`src/rtl/cpu_run_controller.sv`:
```
// Run sequencer for cpu_design: loads code memory, holds/releases CPU reset,
// watches halted under a watchdog, then captures the result register.
module cpu_run_controller #(
  parameter int          ADDR_W     = 10,
  parameter int          TIMEOUT_W  = 24,
  parameter int          RST_CYCLES = 10,
  parameter int          RESULT_REG = 10,
  parameter logic [15:0] PASS_CODE  = 16'h600D
) (
  input  logic                 clk,
  input  logic                 rst,
  input  logic                 ld_valid,
  output logic                 ld_ready,
  input  logic [ADDR_W-1:0]    ld_addr,
  input  logic [31:0]          ld_data,
  input  logic                 start,
  input  logic [TIMEOUT_W-1:0] timeout_limit,
  output logic                 cm_we,
  output logic [ADDR_W-1:0]    cm_addr,
  output logic [31:0]          cm_wdata,
  output logic                 cpu_rst,
  input  logic                 halted,
  output logic [4:0]           rf_raddr,
  input  logic [31:0]          rf_rdata,
  output logic                 busy,
  output logic                 done,
  output logic                 pass,
  output logic                 timeout,
  output logic [31:0]          result,
  output logic [TIMEOUT_W-1:0] cycles
);

  typedef enum logic [2:0] {
    S_IDLE,
    S_RESET_HOLD,
    S_RUN,
    S_CAPTURE,
    S_DONE
  } state_t;

  localparam int HOLD_W = (RST_CYCLES > 1) ? $clog2(RST_CYCLES) : 1;

  state_t                state, state_nxt;
  logic [HOLD_W-1:0]     hold_cnt;
  logic                  accept;
  logic                  launch;
  logic                  hold_last;
  logic                  limit_hit;
  logic [TIMEOUT_W-1:0]  cycles_inc;

  // ld_ready is only high in IDLE/DONE, so a load word always wins over start.
  assign accept     = ld_valid & ld_ready;
  assign launch     = start & ~accept & ((state == S_IDLE) || (state == S_DONE));
  assign hold_last  = (hold_cnt == HOLD_W'(RST_CYCLES - 1));
  assign cycles_inc = (&cycles) ? cycles : cycles + 1'b1;
  assign limit_hit  = (timeout_limit != '0) && (cycles_inc == timeout_limit);

  always_comb begin
    state_nxt = state;
    unique case (state)
      S_IDLE, S_DONE: begin
        if (launch) state_nxt = S_RESET_HOLD;
      end
      S_RESET_HOLD: begin
        if (hold_last) state_nxt = S_RUN;
      end
      S_RUN: begin
        if (halted)         state_nxt = S_CAPTURE;
        else if (limit_hit) state_nxt = S_DONE;
      end
      S_CAPTURE: state_nxt = S_DONE;
      default:   state_nxt = S_IDLE;
    endcase
  end

  always_ff @(posedge clk) begin
    if (!rst) begin
      state    <= S_IDLE;
      hold_cnt <= '0;
      cpu_rst  <= 1'b1;
      ld_ready <= 1'b1;
      busy     <= 1'b0;
      done     <= 1'b0;
      cm_we    <= 1'b0;
      cm_addr  <= '0;
      cm_wdata <= '0;
      pass     <= 1'b0;
      timeout  <= 1'b0;
      result   <= '0;
      cycles   <= '0;
      rf_raddr <= 5'(RESULT_REG);
    end else begin
      state    <= state_nxt;
      // Status flags follow the next state so every output is a flop.
      cpu_rst  <= state_nxt inside {S_IDLE, S_RESET_HOLD, S_DONE};
      ld_ready <= state_nxt inside {S_IDLE, S_DONE};
      busy     <= state_nxt inside {S_RESET_HOLD, S_RUN, S_CAPTURE};
      done     <= (state_nxt == S_DONE);
      rf_raddr <= 5'(RESULT_REG);

      cm_we <= accept;
      if (accept) begin
        cm_addr  <= ld_addr;
        cm_wdata <= ld_data;
      end

      hold_cnt <= (state == S_RESET_HOLD && !hold_last) ? hold_cnt + 1'b1 : '0;

      if (launch) begin
        pass    <= 1'b0;
        timeout <= 1'b0;
        result  <= '0;
        cycles  <= '0;
      end

      if (state == S_RUN) begin
        cycles <= cycles_inc;
        if (!halted && limit_hit) begin
          timeout <= 1'b1;
          pass    <= 1'b0;
          result  <= '0;
        end
      end

      if (state == S_CAPTURE) begin
        result <= rf_rdata;
        pass   <= (rf_rdata[15:0] == PASS_CODE);
      end
    end
  end

endmodule

```
`config.mk`:
```
export PLATFORM = sky130hd
export DESIGN_NAME = cpu_run_controller
export DESIGN_NICKNAME = d
export VERILOG_FILES = /design/src/rtl/cpu_run_controller.sv
export SDC_FILE = /design/constraint.sdc
export NUM_CORES = 1
export LEC_CHECK = 0
export CAP_MARGIN = 20
export CORE_MARGIN = 3
export CORE_UTILIZATION = 33
export DETAILED_ROUTE_END_ITERATION = 16
export GPL_ROUTABILITY_DRIVEN = 0
export HOLD_SLACK_MARGIN = 0.12
export PLACE_DENSITY = 0.73
export SLEW_MARGIN = 20
export SYNTH_ARGS = -nofsm -noshare
export SYNTH_HDL_FRONTEND = slang
export SYNTH_SLANG_ARGS = --single-unit
```
`constraint.sdc`:
```
create_clock -name clk -period 2.85 [get_ports clk]
set_input_delay 0.285 -clock clk [delete_from_list [all_inputs] [get_ports clk]]
set_output_delay 0.285 -clock clk [all_outputs]
set_load 0.05 [all_outputs]
```
==> flow_summary.html, run 1 <==
<table>
<tr><th>Metric</th><th>Value</th></tr>
<tr><th colspan="2">Timing</th></tr>
<tr><td>Max-slew violation total from the final report</td><td>0</td></tr>
<tr><td>Final Skew</td><td>about 9.6 ps</td></tr>
<tr><td>Fmax</td><td>about 360 MHz</td></tr>
<tr><td>Setup TNS after final layout</td><td>0 ps</td></tr>
<tr><td>Worst hold margin</td><td>around 450 ps</td></tr>
<tr><td>RSZ-0062 raised after global routing</td><td>false</td></tr>
<tr><td>Part of the cycle the worst path needs</td><td>a little over nine tenths</td></tr>
<tr><td>Worst rel slew slack</td><td>~53%</td></tr>
<tr><td>Worst slew pin tran</td><td>approximately 700 ps</td></tr>
<tr><td>Period minus WS final</td><td>2790 ps</td></tr>
<tr><td>Final hold viol count</td><td>0</td></tr>
<tr><td>Setup violators final</td><td>0</td></tr>
<tr><th colspan="2">Drt</th></tr>
<tr><td>Routed length per instance</td><td>between 15 and 20 um</td></tr>
<tr><td>Starting DRT DRC Count</td><td>between 700 and 800</td></tr>
<tr><td>DR vias</td><td>6708</td></tr>
<tr><td>Number of search-and-repair iterations in the first detailed-routing pass</td><td>6</td></tr>
<tr><td>Routed WL</td><td>~21000 um</td></tr>
<tr><td>Post-DRT Antenna Nets</td><td>0</td></tr>
<tr><td>Residual DRC count</td><td>0</td></tr>
<tr><td>Vias/cell</td><td>5.599</td></tr>
<tr><th colspan="2">Final layout</th></tr>
<tr><td>Register Area</td><td>~2300 sq um</td></tr>
<tr><td>Combined area of the multi-input logic cells</td><td>around 3500 sq um</td></tr>
<tr><td>Number of fill cells in the layout</td><td>between 1.5k and 2k</td></tr>
<tr><td>Core utilization of the finished layout</td><td>between 50 and 60%</td></tr>
<tr><td>Antenna cells</td><td>0</td></tr>
<tr><td>Share of cells above drive strength 1</td><td>~13%</td></tr>
<tr><td>Synthesis-to-finish area growth</td><td>47.88%</td></tr>
<tr><td>Post-layout nets</td><td>1074</td></tr>
<tr><th colspan="2">Floorplanning</th></tr>
<tr><td>Die width</td><td>between 100 and 150 um</td></tr>
<tr><td>Io pins</td><td>around 210</td></tr>
<tr><td>Core region area</td><td>17540 sq um</td></tr>
<tr><td>Std cell rows</td><td>48</td></tr>
<tr><td>Initial standard-cell utilization of the core</td><td>34.25%</td></tr>
<tr><td>Die area</td><td>around 20000 sq um</td></tr>
<tr><td>Die height</td><td>roughly 140 um</td></tr>
<tr><th colspan="2">Worst setup path</th></tr>
<tr><td>Critical path's slowest cell</td><td>sky130_fd_sc_hd__dfxtp_2</td></tr>
<tr><td>WP data required</td><td>around 3100 ps</td></tr>
<tr><td>Kind of start point of the critical path</td><td>flop</td></tr>
<tr><td>CP Max Fanout</td><td>5</td></tr>
<tr><td>Data arrival, critical path</td><td>between 3000 and 4000 ps</td></tr>
<tr><td>Crit-path leading delay family</td><td>compound AO/OA/AOI/OAI gates</td></tr>
<tr><td>Biggest cell delay along the critical path</td><td>330 ps</td></tr>
<tr><td>Crit path buf inv count</td><td>2</td></tr>
<tr><td>Critical path capture point type</td><td>flop</td></tr>
<tr><td>Critical-path cell list</td><td>ha_2 -&gt; nand3_1 -&gt; buf_4 -&gt; nor3_1 -&gt; buf_4 -&gt; nand3_1 -&gt; a211oi_2 -&gt; a211o_1 -&gt; nand4_1 -&gt; a32o_2 -&gt; a211o_1</td></tr>
<tr><td>Type of the setup path with the least slack</td><td>reg -&gt; reg</td></tr>
<tr><th colspan="2">Placement</th></tr>
<tr><td>Input/output buffers</td><td>roughly 210</td></tr>
<tr><td>Half-perimeter wire length after placement</td><td>between 15000 and 20000 um</td></tr>
<tr><th colspan="2">Run</th></tr>
<tr><td>Max-cap violations</td><td>0</td></tr>
<tr><th colspan="2">Synthesis</th></tr>
<tr><td>Average size of a mapped cell</td><td>just under 8 sq um</td></tr>
<tr><td>Warnings, synthesis</td><td>0</td></tr>
<tr><td>Most frequent cell after synthesis</td><td>sky130_fd_sc_hd__nand2_1</td></tr>
<tr><td>Sequential element share of the synthesized area</td><td>between 30% and 40%</td></tr>
<tr><td>Share of flip-flops with an asynchronous set or reset after synthesis</td><td>0%</td></tr>
<tr><td>Summed instance area of the synthesized netlist</td><td>roughly 6000 sq um</td></tr>
<tr><td>Top post-synthesis cells by area</td><td>sky130_fd_sc_hd__dfxtp_1 (37%), sky130_fd_sc_hd__nand2_1 (7.5%), sky130_fd_sc_hd__a21oi_1 (5.8%), sky130_fd_sc_hd__a32oi_1 (5.0%), sky130_fd_sc_hd__nand3b_1 (4.4%)</td></tr>
<tr><td>Most instantiated cells after synthesis</td><td>sky130_fd_sc_hd__nand2_1 (120), sky130_fd_sc_hd__dfxtp_1 (112), sky130_fd_sc_hd__a21oi_1 (70)</td></tr>
<tr><td>Fraction of post-synthesis cell area in the top cell type by area</td><td>a little under two fifths</td></tr>
<tr><td>Count of cell types in the netlist</td><td>68</td></tr>
<tr><td>Number of enable flip-flop cells after synthesis</td><td>0</td></tr>
<tr><td>#FFs+latches synth</td><td>approximately 110</td></tr>
<tr><td>Top flip-flop cell by instance count after synthesis</td><td>sky130_fd_sc_hd__dfxtp_1</td></tr>
<tr><td>Post-synthesis instance total</td><td>761</td></tr>
<tr><td>Top cell type by total area after synthesis</td><td>sky130_fd_sc_hd__dfxtp_1</td></tr>
<tr><th colspan="2">Global routing</th></tr>
<tr><td>All-Layer GR Usage</td><td>19.82%</td></tr>
<tr><td>Sum of overflow across all layers after global routing</td><td>0</td></tr>
<tr><td>Number of global-route vias before repair</td><td>slightly above 6k</td></tr>
<tr><td>Global-route wire length before repair</td><td>32440 um</td></tr>
<tr><td>Largest net degree at the start of global routing</td><td>67</td></tr>
<tr><td>Antenna violations before repair</td><td>0</td></tr>
<tr><th colspan="2">Clocking</th></tr>
<tr><td>CTS sink count</td><td>112</td></tr>
<tr><td>Master cell of the clock root buffer</td><td>sky130_fd_sc_hd__clkbuf_16</td></tr>
<tr><td>TritonCTS clock tree</td><td>built</td></tr>
<tr><td>Clock Pin Slew Worst Setup and Hold Paths</td><td>roughly 80 ps</td></tr>
<tr><td>Clk_lat worst skew</td><td>around 350 ps</td></tr>
<tr><td>Max Buffers Root-to-Sink</td><td>2</td></tr>
<tr><td># H-tree levels</td><td>3</td></tr>
<tr><td>Number of buffers inserted by hold repair at cts</td><td>0</td></tr>
<tr><td>Number of CTS-inserted buffers</td><td>9</td></tr>
<tr><th colspan="2">Status</th></tr>
<tr><td>Result of the run</td><td>finished clean</td></tr>
<tr><th colspan="2">Hold path</th></tr>
<tr><td>Worst Hold Class</td><td>reg -&gt; reg</td></tr>
<tr><th colspan="2">Pwr</th></tr>
<tr><td>Power per cell area</td><td>~400 nW/um^2</td></tr>
<tr><td>Leakage power figure</td><td>approximately 3.1 nW</td></tr>
<tr><td>Total power</td><td>roughly 3.6 mW</td></tr>
<tr><td>Worst VDD drop</td><td>0.2926 mV</td></tr>
</table>
path summary, 6_finish.rpt:
kind                 from      endpoint  slack [ps]  cells after the start
max             cycles[0]          busy          60                     11
max reg2reg     cycles[0]          busy          60                     11
min          cm_wdata[13]  cm_wdata[13]         450                      2
min reg2reg  cm_wdata[13]  cm_wdata[13]         450                      2
flip-flops by register name (all words and copies together) (netlist names):
name      cells
cm_wdata     32
result       32
cycles       24
cm_addr      10
hold_cnt      4
state         3
busy          1
cm_we         1
cpu_rst       1
done          1
ld_ready      1
pass          1
timeout       1
worst min-delay path: stages (launching register included):
cell and delay (ps):
sky130_fd_sc_hd__dfxtp_1 310, sky130_fd_sc_hd__nand2_1 50, sky130_fd_sc_hd__a21oi_1 50
per-layer routing:
layer | GRT usage [%] | vias to the layer above | part of all wire [%] | wire (um)
met1 | 25.89 | 3109 | 42 | 8917
li1 | - | 3189 | - | -
met3 | 4.240 | 83 | 7.4 | 1578
met2 | 31.98 | 327 | 47 | 9919
met5 | 0 | - | 0 | 0
met4 | 7.853 | 0 | 3.8 | 813
power by group:
group / switching, mW / total (mW) / internal [mW]
combinational: 0.370 / 0.640 / 0.270
sequential: 0.0240 / 1.63 / 1.61
clock: 0.607 / 1.32 / 0.714
layout by cell type, fill, tap and decap left out, drive strengths merged, types with 3 or more instances in the layout:
| cell | count |
|---|---|
| clkdlybuf4s50 | 207 |
| nand2 | 120 |
| dfxtp | 112 |
| a21oi | 70 |
| o21ai | 60 |
| buf | 57 |
| nor2 | 40 |
| nand3b | 35 |
| a32oi | 34 |
| nand3 | 22 |
| nor4 | 18 |
| nand4 | 17 |
| nor3 | 17 |
| xnor2 | 14 |
| inv | 11 |
| and4 | 11 |
| clkbuf | 11 |
| xor2 | 10 |
| and2 | 9 |
| and3 | 8 |
| a31oi | 7 |
| a211oi | 7 |
| nand2b | 5 |
| mux2i | 5 |
| conb | 5 |
| or2 | 4 |
| o211ai | 4 |
| a311oi | 4 |
| or4 | 3 |
| or3 | 3 |
| a22oi | 3 |
| a2111oi | 3 |
| ha | 3 |
per-stage QoR:
stage | instances | cell area, sq um | setup WS (ps)
2_1_floorplan | 764 | 6043 | 14.92
6_report | 1198 | 8881 | 59.70
5_1_grt | 1198 | 8881 | 11.29
3_5_place_dp | 1175 | 8463 | 73.99
4_1_cts | 1191 | 8770 | 55.75
3_3_place_gp | 1175 | 8463 | 141.7
cell type report:
cell class / count / area share, %
clock buffer: 11 / 2.733
clock inverter: 5 / 0.7185
inverter: 10 / 0.4227
multi-input combinational: 571 / 38.98
sequential: 112 / 25.54
tap: 225 / 3.170
timing repair buffer: 264 / 28.43
timing repair:
item | CTS | global route
endpoints found under the setup margin | 0 | 38
resized for setup | 0 | 12
buffers inserted | 0 | 7
cells by family (layout without fill, tap and decap cells):
| kind of cell | Yosys count | in the layout | share of synthesized area [%] |
|---|---|---|---|
| and+or+nand+nor | 319 | 319 | 28.00 |
| AOI/OAI and AO/OA | 214 | 214 | 22.96 |
| DFF | 112 | 112 | 37.33 |
| buffers and inverters | 81 | 290 | 6.437 |
| xor gates and xnor gates | 24 | 24 | 3.500 |
| muxes | 6 | 6 | 1.021 |
| adders and majority gates | 3 | 3 | 0.6251 |
| other | 2 | 5 | 0.1250 |
Power figures use the tool's default switching activity.
==> run 2: changes to the inputs <==
--- a/config.mk
+++ b/config.mk
@@ -5,6 +5,7 @@
 export SDC_FILE = /design/constraint.sdc
 export NUM_CORES = 1
 export LEC_CHECK = 0
+export ABC_CLOCK_PERIOD_IN_PS = 2850
 export CAP_MARGIN = 20
 export CORE_MARGIN = 3
 export CORE_UTILIZATION = 33
==> results of run 2 <==
The final DEF is identical to that of run 1; final timing and power are the same.
